`src/rtl/pmod_als_spi_receiver_if.sv`:
```
// pmod_als_spi_receiver_if: SPI pins plus request/result signals of the PMOD ALS reader
interface pmod_als_spi_receiver_if;
  logic       req;
  logic       sdo;
  logic       cs;
  logic       sck;
  logic       busy;
  logic       valid;
  logic [7:0] value;
  logic       fmt_err;
  modport master (input req, sdo, output cs, sck, busy, valid, value, fmt_err);
  modport slave (output req, sdo, input cs, sck, busy, valid, value, fmt_err);
endinterface

```
`src/rtl/pmod_als_spi_receiver.sv`:
```
// pmod_als_spi_receiver: SPI master reading the 8-bit light value from a PMOD ALS sensor
module pmod_als_spi_receiver #(
  parameter int CLK_DIV_HALF = 4,
  parameter int GAP_SCK      = 2,
  parameter bit AUTO         = 1'b0
) (
  input logic                       clock,
  input logic                       reset_n,
  pmod_als_spi_receiver_if.master   bus
);
  localparam int DW = CLK_DIV_HALF > 1 ? $clog2(CLK_DIV_HALF) : 1;
  localparam int GW = GAP_SCK > 1 ? $clog2(GAP_SCK) : 1;
  typedef enum logic [1:0] {IDLE, SHIFT, GAP} state_t;
  state_t        state_q;
  logic [DW-1:0] div_q;
  logic [GW-1:0] gap_q;
  logic [3:0]    bit_q;
  logic [15:0]   shift_q;
  logic [7:0]    value_q;
  logic          sck_q, cs_q, pend_q, cap_q, valid_q, fmt_q;
  logic          tick, rise;
  assign tick = div_q == DW'(CLK_DIV_HALF - 1);
  assign rise = tick && !sck_q;
  always_ff @(posedge clock) begin
    if (!reset_n) begin
      state_q <= IDLE;
      div_q   <= '0;
      gap_q   <= '0;
      bit_q   <= '0;
      shift_q <= '0;
      value_q <= '0;
      sck_q   <= 1'b1;
      cs_q    <= 1'b1;
      pend_q  <= 1'b0;
      cap_q   <= 1'b0;
      valid_q <= 1'b0;
      fmt_q   <= 1'b0;
    end else begin
      div_q   <= tick ? '0 : div_q + 1'b1;
      sck_q   <= tick ? !sck_q : sck_q;
      valid_q <= 1'b0;
      case (state_q)
        IDLE: begin
          // a request is remembered until the next rising sck so cs always falls with sck high
          if (bus.req) pend_q <= 1'b1;
          if (rise && (pend_q || bus.req || AUTO)) begin
            cs_q    <= 1'b0;
            pend_q  <= 1'b0;
            state_q <= SHIFT;
          end
        end
        SHIFT: if (rise) begin
          shift_q <= {shift_q[14:0], bus.sdo};
          bit_q   <= bit_q + 1'b1;
          if (bit_q == 4'd15) begin
            cs_q    <= 1'b1;
            cap_q   <= 1'b1;
            state_q <= GAP;
          end
        end
        GAP: begin
          if (cap_q) begin
            cap_q   <= 1'b0;
            valid_q <= 1'b1;
            value_q <= shift_q[11:4];
            fmt_q   <= (shift_q[15:12] != 4'd0) || (shift_q[3:0] != 4'd0);
          end
          if (rise) begin
            gap_q <= gap_q + 1'b1;
            if (gap_q == GW'(GAP_SCK - 1)) begin
              gap_q   <= '0;
              cs_q    <= !AUTO;
              state_q <= AUTO ? SHIFT : IDLE;
            end
          end
        end
        default: state_q <= IDLE;
      endcase
    end
  end
  assign bus.cs      = cs_q;
  assign bus.sck     = sck_q;
  assign bus.busy    = state_q != IDLE;
  assign bus.valid   = valid_q;
  assign bus.value   = value_q;
  assign bus.fmt_err = fmt_q;
endmodule

```
`src/flat_wrapper.sv`:
```
// flat-port wrapper written by rule: the top's interface ports become plain ports
module pmod_als_spi_receiver_flat 
#(
  parameter int CLK_DIV_HALF = 4,
  parameter int GAP_SCK      = 2,
  parameter bit AUTO         = 1'b0
)
  (clock, reset_n, bus_req, bus_sdo, bus_cs, bus_sck, bus_busy, bus_valid, bus_value, bus_fmt_err);
  pmod_als_spi_receiver_if bus_i ();
  input logic clock;
  input logic reset_n;
  input wire logic [$bits(bus_i.req)-1:0] bus_req;
  input wire logic [$bits(bus_i.sdo)-1:0] bus_sdo;
  output wire logic [$bits(bus_i.cs)-1:0] bus_cs;
  output wire logic [$bits(bus_i.sck)-1:0] bus_sck;
  output wire logic [$bits(bus_i.busy)-1:0] bus_busy;
  output wire logic [$bits(bus_i.valid)-1:0] bus_valid;
  output wire logic [$bits(bus_i.value)-1:0] bus_value;
  output wire logic [$bits(bus_i.fmt_err)-1:0] bus_fmt_err;
  assign bus_i.req = bus_req;
  assign bus_i.sdo = bus_sdo;
  assign bus_cs = bus_i.cs;
  assign bus_sck = bus_i.sck;
  assign bus_busy = bus_i.busy;
  assign bus_valid = bus_i.valid;
  assign bus_value = bus_i.value;
  assign bus_fmt_err = bus_i.fmt_err;
  pmod_als_spi_receiver #(.CLK_DIV_HALF(CLK_DIV_HALF), .GAP_SCK(GAP_SCK), .AUTO(AUTO)) u_core (.clock(clock), .reset_n(reset_n), .bus(bus_i));
endmodule
```
`config.mk`:
```
export PLATFORM = sky130hd
export DESIGN_NAME = pmod_als_spi_receiver_flat
export DESIGN_NICKNAME = d
export VERILOG_FILES = /design/src/rtl/pmod_als_spi_receiver_if.sv /design/src/rtl/pmod_als_spi_receiver.sv /design/src/flat_wrapper.sv
export SDC_FILE = /design/constraint.sdc
export NUM_CORES = 1
export LEC_CHECK = 0
export CAP_MARGIN = 0
export CORE_ASPECT_RATIO = 0.7
export CORE_MARGIN = 2
export CORE_UTILIZATION = 58
export CTS_CLUSTER_DIAMETER = 100
export DETAILED_ROUTE_END_ITERATION = 7
export PLACE_DENSITY_LB_ADDON = 0.2
export SYNTH_ARGS = -nofsm -noshare
export SYNTH_HDL_FRONTEND = slang
export SYNTH_SLANG_ARGS = --single-unit
```
`constraint.sdc`:
```
create_clock -name clock -period 3 [get_ports clock]
set_input_delay 0.6 -clock clock [delete_from_list [all_inputs] [get_ports clock]]
set_output_delay 0.6 -clock clock [all_outputs]
set_load 0.005 [all_outputs]
```
# After elaboration in Yosys (flattened, before gate mapping)
# Index checks and enable logic that the tools add are counted.
[op_classes] add_sub_neg=3 eq_ne=9 mux=17 bitwise_logic=1 n_reduce_logical=21
[ops] cell="$mux 2" count=5
[ops] cell="$ne 2x1->1 const B" count=5
[ops] cell="$reduce_and 2->1" count=5
[ops] cell="$mux 1" count=9
[ops] cell="$reduce_bool 4->1" count=2
[ops] cell="$pmux 2 s3" count=1
[ops] cell="$reduce_and 6->1" count=1
[ops] cell="$reduce_bool 2->1" count=3
[ops] cell="$reduce_and 5->1" count=1
[ops] cell="$add 4x1->4 const B" count=1
[ops] cell="$eq 2x2->1 const B" count=2
[ops] cell="$eq 4x4->1 const B" count=1
[ops] cell="$pmux 1 s3" count=1
[ops] cell="$reduce_and 3->1" count=1
[ops] cell="$reduce_bool 3->1" count=1
[ops] cell="$add 2x1->2 const B" count=1
[ops] cell="$eq 2x1->1 const B" count=1
[ops] cell="$logic_and 1x1->1" count=2
[ops] cell="$logic_not 2->1" count=1
[ops] cell="$logic_or 1x1->1" count=2
[ops] cell="$pmux 1 s2" count=1
[ops] cell="$reduce_or 2->1" count=1
[ops] cell="$add 1x1->1 const B" count=1
[ops] cell="$logic_not 1->1" count=1
[ops] cell="$not 1->1" count=1
[totals] regBits=39 input_bits=4 out_inout_bits=13 elab_cells=63

# Logic depth before layout (Yosys ltp)
# Gate-level depths: netlist of run 1.
[depth] ltp_word=5 mapped_depth=7 mapped_depth_nobuf=6

# Worst setup path before layout of run 1
# No wires, ideal clock.
[synth_path] kind="reg2reg" start="register u_core.state_q[1]" end="register u_core.bit_q[2]" arrival_ns=1.234 t_required_ns=2.872 path_slack_ns=1.638 path_stages_with_launch=8 path_buffers=1 path_cell_list="dfxtp_1 -> inv_1 -> ha_1 -> and3b_2 -> buf_6 -> nand2_1 -> xor2_1 -> nor2_1"
[synth_between] elab_chain_cells=2
[synth_lines] element="start: declaration" line_no="pmod_als_spi_receiver.sv:14" text="state_t state_q;"
[synth_lines] element="start signal: assignment" line_no="pmod_als_spi_receiver.sv:73" text="state_q <= AUTO ? SHIFT : IDLE;"
[synth_lines] element="$eq 2x1->1" line_no="pmod_als_spi_receiver.sv:42" text="case (state_q)"
[synth_lines] element="$reduce_and 2->1 (no source line)"
[synth_lines] element="end signal: assignment" line_no="pmod_als_spi_receiver.sv:54" text="bit_q <= bit_q + 1'b1;"
[synth_lines] element="end: declaration" line_no="pmod_als_spi_receiver.sv:17" text="logic [3:0] bit_q;"
# No other way between the ends.
# A chain may end at the register's enable or synchronous reset.

# Worst setup path after layout of run 1
[layout_path] start="register u_core.state_q[0]" end="output bus_busy"
[layout_between] elab_chain_cells=1
[layout_lines] element="$reduce_bool 2->1" line_no="pmod_als_spi_receiver.sv:83" text="assign bus.busy = state_q != IDLE;"
[layout_lines] element="end: declaration" line_no="flat_wrapper.sv:16" text="output wire logic [$bits(bus_i.busy)-1:0] bus_busy;"
# No other way between the ends.

==> results of run 1 <==
[flip-flops by register name, summed over array words and instances, names as in the netlist]
| name | flops |
|---|---|
| u_core.state_q | 2 |
| u_core.shift_q | 16 |
| u_core.bus.sck | 1 |
| u_core.bus.cs | 1 |
| u_core.bus.valid | 1 |
| u_core.cap_q | 1 |
| u_core.pend_q | 1 |
| u_core.bus.fmt_err | 1 |
| u_core.div_q | 2 |
| u_core.bit_q | 4 |
| u_core.bus.value | 8 |
| u_core.gap_q | 1 |
[synth_stat cells, drive strengths merged]
library cell / number / share of area (%)
o21ai: 4 / 1.8
nand4b: 1 / 0.58
inv: 4 / 0.99
a32oi: 1 / 0.58
a211oi: 1 / 0.49
nor4: 2 / 0.82
a311oi: 1 / 0.58
clkinv: 1 / 0.25
nand2: 57 / 14
clkbuf: 3 / 0.74
or2b: 1 / 0.58
a21oi: 27 / 8.9
mux2i: 1 / 0.66
and3b: 1 / 0.66
nor3: 1 / 0.33
nor2: 8 / 2.0
nand4: 1 / 0.41
a31oi: 1 / 0.41
nand3: 2 / 0.66
ha: 6 / 4.9
nand2b: 1 / 0.58
buf: 4 / 2.3
xor2: 2 / 1.2
nor3b: 1 / 0.49
and2: 1 / 0.41
xnor2: 2 / 1.2
and2b: 1 / 0.58
and3: 1 / 0.74
dfxtp: 39 / 51
o221a: 1 / 0.74
[tightest hold or removal path, delay by kind of cell (launching register included)]
kind | cells | cell delay, ps
flip-flops | 1 | 310
AND/OR/NAND/NOR | 1 | 50
AO/OA/AOI/OAI | 1 | 50
[final cells by class]
type,instances,share of cell area (%)
clock buffer,6,4.66
clock inverter,1,0.282
inverter,5,1.06
multi-input combinational,126,38.1
sequential,39,44.0
tap,34,2.40
timing repair buffer,17,9.46
[routing by layer]
layer / share of wire [%] / vias to the layer above / track usage [%]
met1: 46 / 557 / 23.7
met5: 0 / - / 0
met3: 4.6 / 3 / 6.47
met2: 48 / 25 / 34.1
li1: - / 619 / -
met4: 1.0 / 0 / 7.50
[where the power goes]
group          internal [mW]  switching (mW)
sequential             0.541          0.0156
clock                  0.180           0.164
combinational         0.0726          0.0751
[stage by stage]
| stage | total power [mW] | worst slack (ps) | cell area (sq um) | utilization, % | hold slack (ps) |
|---|---|---|---|---|---|
| 6_report | 1.05 | 800 | 1770 | 71.6 | 453 |
| 5_1_grt | 1.09 | 733 | 1770 | 71.6 | 479 |
| 4_1_cts | 1.06 | 788 | 1770 | 71.6 | 457 |
| 3_5_place_dp | 0.715 | 761 | 1690 | 68.0 | 448 |
| 3_3_place_gp | 0.710 | 790 | 1690 | 68.0 | 415 |
| 2_1_floorplan | 0.665 | 1640 | 1520 | - | 404 |
[worst max-delay path by stage]
stage / end / cells after the start / start
after CTS: bus_busy / 4 / u_core.state_q[0]
after detailed placement: u_core.cap_q / 4 / reset_n
after floorplan: u_core.bit_q[2] / 7 / u_core.state_q[1]
final: bus_busy / 4 / u_core.state_q[0]
after global routing: bus_busy / 4 / u_core.state_q[0]
after global placement: u_core.cap_q / 4 / reset_n
[cells by family (layout without fill, tap and decap cells)]
group	count (synthesis)	after routing
AO/OA/AOI/OAI	36	36
XOR/XNOR	4	4
adder cells (fa/ha/maj)	6	6
buffers and inverters	12	29
flip-flops	39	39
multiplexers	1	1
AND/OR/NAND/NOR	79	79
==> impl_metrics.csv, run 1 <==
group,metric,value,unit
setup_path,rr_worst_depth,6,
route,viasPerCell,5.28,
logic_synthesis,netlist_area,1520,sq um
floorplanning,die_w,65.2,um
timing,slew_headroom,71.4,%
grt,antenna_found_initial,0,
clock_network,cts.clk_slew.worst_paths,70,ps
logic_synthesis,ys_types,35,
route,vias,1204,
setup_path,worst-path-buf-inv,3,
logic_synthesis,synth_fa_ha_area_share,4.93,%
setup_path,crit_chain,"inv_1, ha_1, inv_1, clkdlybuf4s50_1",
min_path,hold-path-cell-count,2,
clock_network,root_buffer,"clkbuf_8",
logic_synthesis,ys_seq_area_share,51.3,%
route,first_pass_iters,4,
cells_and_area,fin_cells,228,
clock_network,hold_buffers,0,
run_status,status,"completed",
cells_and_area,final_common_cell,"nand2_1",
clock_network,cts_tree,"built",
route,drt-total-wl,2.73,mm
min_path,min_to,"u_core.bus.value[0]",
min_path,min_from,"u_core.bus.value[0]",
setup_path,cp_top_family,"buffers and inverters",
clock_network,htreeDepth,2,
cells_and_area,multi_input_area,676,sq um
logic_synthesis,synth_compound_area_share,13.5,%
setup_path,worst_path_max_delay_cell,"clkdlybuf4s50_1",
setup_path,crit_top_cell,"inv_1",
placement,place_inst,221,
setup_path,crit-reg2reg-launch,"u_core.state_q[1]",
timing,setup_violations,0,
timing,finClkSkew,3.91,ps
timing,tightest_slew,427,ps
floorplanning,coreArea,2480,sq um
cells_and_area,area_growth,16.5,%
floorplanning,rows,15,
setup_path,slowest_delay,490,ps
cells_and_area,nets,204,
clock_network,cts.sinks,39,
logic_synthesis,synth_cells,177,
job,cap_violations,0,
setup_path,rr_endpoint,"u_core.bit_q[3]",
timing,post-route-period-util,73.3,%
setup_path,required,2400,ps
route,ant_nets,0,
clock_network,clkLatencyLatePin,290,ps
logic_synthesis,synth-xor-area-share,2.30,%
min_path,worstHoldPathType,"register to register",
placement,place.gp.congestion,0.913,
clock_network,clk_path_buf_depth,2,
cells_and_area,seq_area,781,sq um
cells_and_area,diodes,0,
route,drc,0,
logic_synthesis,synthMuxAreaShare,0.658,%
cells_and_area,layout_common_cells,"56 x nand2_1, 39 x dfxtp_1, 27 x a21oi_1",
timing,final-max-slew-violation-count,0,
setup_path,criticalPathCategory,"register to output port",
power,power_density,591,nW/um^2
placement,io_buffers,16,
route,drtIter0Drc,46,
timing,final.min_clock_period,2200,ps
floorplanning,start_util,61.4,%
grt,grt_overflow,0,
setup_path,cp.arrival,1600,ps
setup_path,crit_fanout,5,
grt,grt_pass1_vias,1043,
logic_synthesis,avgSynthCellArea,8.60,sq um
clock_network,cts_resized,0,
cells_and_area,drive_gt1_share,8.76,%
power,irDropWorstVdd,426,uV
cells_and_area,fillerInstances,200,
floorplanning,pin_count,17,
timing,finalHoldViolations,0,
grt,grt_max_degree,21,
timing,rsz0062_at_grt,"false",
floorplanning,die_area,3060,sq um
logic_synthesis,synth-simple-area-share,23.0,%
floorplanning,die_h,46.9,um
logic_synthesis,ys.warnings.count,0,
placement,hpwlAfterDp,1.95,mm
clock_network,cts_buffers,5,
grt,grt_pass1_wl,4.42,mm
setup_path,rrSetupSlack,1380,ps
timing,fmax,0.455,GHz
logic_synthesis,syn_nets,187,
logic_synthesis,synth_top_family_by_area,"simple AND/OR/NAND/NOR gates",
setup_path,cp-end-kind,"output port",
power,p_leak,0.629,nW
setup_path,start_kind,"register",
logic_synthesis,ys_seq_elements,39,
grt,grtUsageTotal,19.7,%
route,wl_per_cell,12.0,um
timing,fin_tns_setup,0,ps
clock_network,cts_setup_buffers,0,
Note: power is estimated with default switching activity, not from simulation.
==> run 2, diff against run 1 <==
Settings changed: CORE_UTILIZATION 58 to 54.
Clock period 3 ns to 2.1 ns, I/O delays scaled along.
==> run 2 against run 1 <==
Effect of this change:
- clock skew barely moved
- critical endpoint unchanged
- core utilization fell by 6.5 points
- sequential share of layout area fell by 0.24 points
- largest power group unchanged
- wire length rose by 13%
- hold slack got worse by 22 ps
- sequential power rose by 43%
- clock power rose by 41%
==> impl_metrics.csv, run 2 (synthesis results as in run 1) <==
group,metric,value,unit
cells_and_area,area_growth,17.4,%
job,cap_violations,0,
clock_network,cts.clk_slew.worst_paths,70,ps
floorplanning,start_util,55.5,%
setup_path,slowest_delay,490,ps
placement,io_buffers,16,
timing,worst_slack,96.4,ps
clock_network,cts_setup_buffers,0,
route,drtIter0Drc,71,
clock_network,cts_resized,0,
timing,final.min_clock_period,2000,ps
cells_and_area,nets,206,
clock_network,cts_buffers,5,
clock_network,clk_path_buf_depth,2,
setup_path,start_kind,"register",
timing,final-max-slew-violation-count,0,
grt,grt_pass1_vias,1151,
min_path,min_from,"u_core.div_q[0]",
power,irDropWorstVdd,478,uV
setup_path,cp_top_family,"buffers and inverters",
setup_path,cp.arrival,1580,ps
run_status,status,"completed",
floorplanning,die_area,3270,sq um
timing,fmax,0.499,GHz
timing,finClkSkew,3.91,ps
floorplanning,die_h,48.4,um
min_path,worstHoldPathType,"register to register",
timing,rsz0062_at_grt,"false",
clock_network,root_buffer,"clkbuf_8",
floorplanning,pin_count,17,
clock_network,clkLatencyLatePin,290,ps
grt,grt_overflow,0,
setup_path,crit_fanout,5,
cells_and_area,regMostFlops,"u_core.shift_q",
cells_and_area,fillerInstances,241,
timing,fin_tns_setup,0,ps
grt,antenna_found_initial,0,
power,p_leak,0.634,nW
setup_path,worst-path-buf-inv,3,
clock_network,htreeDepth,2,
setup_path,startpoint,"u_core.state_q[1]",
power,power_density,842,nW/um^2
timing,tightest_slew,352,ps
route,vias,1253,
route,wl_per_cell,13.2,um
floorplanning,die_w,67.4,um
placement,place.gp.congestion,0.781,
cells_and_area,diodes,0,
setup_path,worst_path_max_delay_cell,"clkdlybuf4s50_1",
route,first_pass_iters,4,
grt,grt_pass1_wl,5.06,mm
timing,finalHoldViolations,0,
route,drc,0,
timing,setup_violations,0,
grt,grt_max_degree,21,
clock_network,cts_tree,"built",
cells_and_area,final_common_cell,"nand2_1",
setup_path,crit_top_cell,"inv_1",
clock_network,hold_buffers,0,
setup_path,crit_chain,"inv_1, ha_1, inv_1, clkdlybuf4s50_1",
floorplanning,rows,16,
cells_and_area,largest_register_ffs,16,
cells_and_area,layout_common_cells,"56 x nand2_1, 38 x dfxtp_1, 27 x a21oi_1",
placement,hpwlAfterDp,2.14,mm
setup_path,criticalPathCategory,"register to output port",
route,viasPerCell,5.38,
cells_and_area,stdcell_area,1790,sq um
route,drt-total-wl,3.08,mm
cells_and_area,drive_gt1_share,9.64,%
floorplanning,coreArea,2740,sq um
setup_path,crit-reg2reg-launch,"u_core.state_q[1]",
placement,place_ws,391,ps
timing,slew_headroom,76.5,%
setup_path,required,1680,ps
route,ant_nets,0,
placement,place_area,1700,sq um
grt,grtUsageTotal,20.7,%
setup_path,cp-end-kind,"output port",
clock_network,cts.sinks,39,
timing,post-route-period-util,95.4,%
run 2: cell types whose count changed in the layout (fill, tap and decap cells not counted):
| cell | previous run | this run |
|---|---|---|
| buf_4 | 1 | 3 |
| dfxtp_2 | 0 | 1 |
| clkbuf_8 | 6 | 5 |
| dfxtp_1 | 39 | 38 |
| clkbuf_1 | 0 | 2 |
run 2: cell type report:
| type | instances | area, sq um | area share [%] |
|---|---|---|---|
| Inverter | 5 | 18.8 | 1.05 |
| Clock inverter | 1 | 5.00 | 0.280 |
| Tap cell | 36 | 45.0 | 2.52 |
| Clock buffer | 7 | 76.3 | 4.27 |
| Timing Repair Buffer | 19 | 183 | 10.2 |
| Sequential cell | 39 | 782 | 43.8 |
| Multi-Input combinational cell | 126 | 676 | 37.8 |
run 2: worst paths after layout:
check                                        to  slack [ps]  depth (start not counted)
worst max-delay path                   bus_busy         100                          4
worst min-delay path            u_core.div_q[0]         430                          1
worst max register to register  u_core.bit_q[3]         470                          6
worst min register to register  u_core.div_q[0]         430                          1
run 2: power by group:
| group | internal, mW | total (mW) | switching (mW) |
|---|---|---|---|
| sequential | 0.773 | 0.798 | 0.0246 |
| combinational | 0.107 | 0.221 | 0.114 |
| clock | 0.233 | 0.484 | 0.252 |
| total | 1.11 | 1.50 | 0.390 |
run 2: stage by stage:
stage	utilization (%)	hold slack [ps]	power, mW	instances
after global placement	62.1	415	1.01	225
after detailed placement	62.1	426	1.03	225
final	65.1	431	1.50	233
after global routing	65.1	446	1.57	233
after CTS	65.1	437	1.50	233
after floorplan	-	404	0.950	177
run 2: layer usage:
layer	share of wire (%)	vias up	wire length (um)	track usage [%]
met3	5.5	8	168	7.44
li1	-	621	-	-
met1	45	592	1370	25.9
met5	0	-	0	0
met2	48	32	1490	32.3
met4	1.5	0	46	8.50
==> run 3, diff against run 2 <==
Settings changed: HOLD_SLACK_MARGIN set to 0.12.
==> results of run 3 <==
The final DEF is identical to that of run 2; final timing and power are the same.
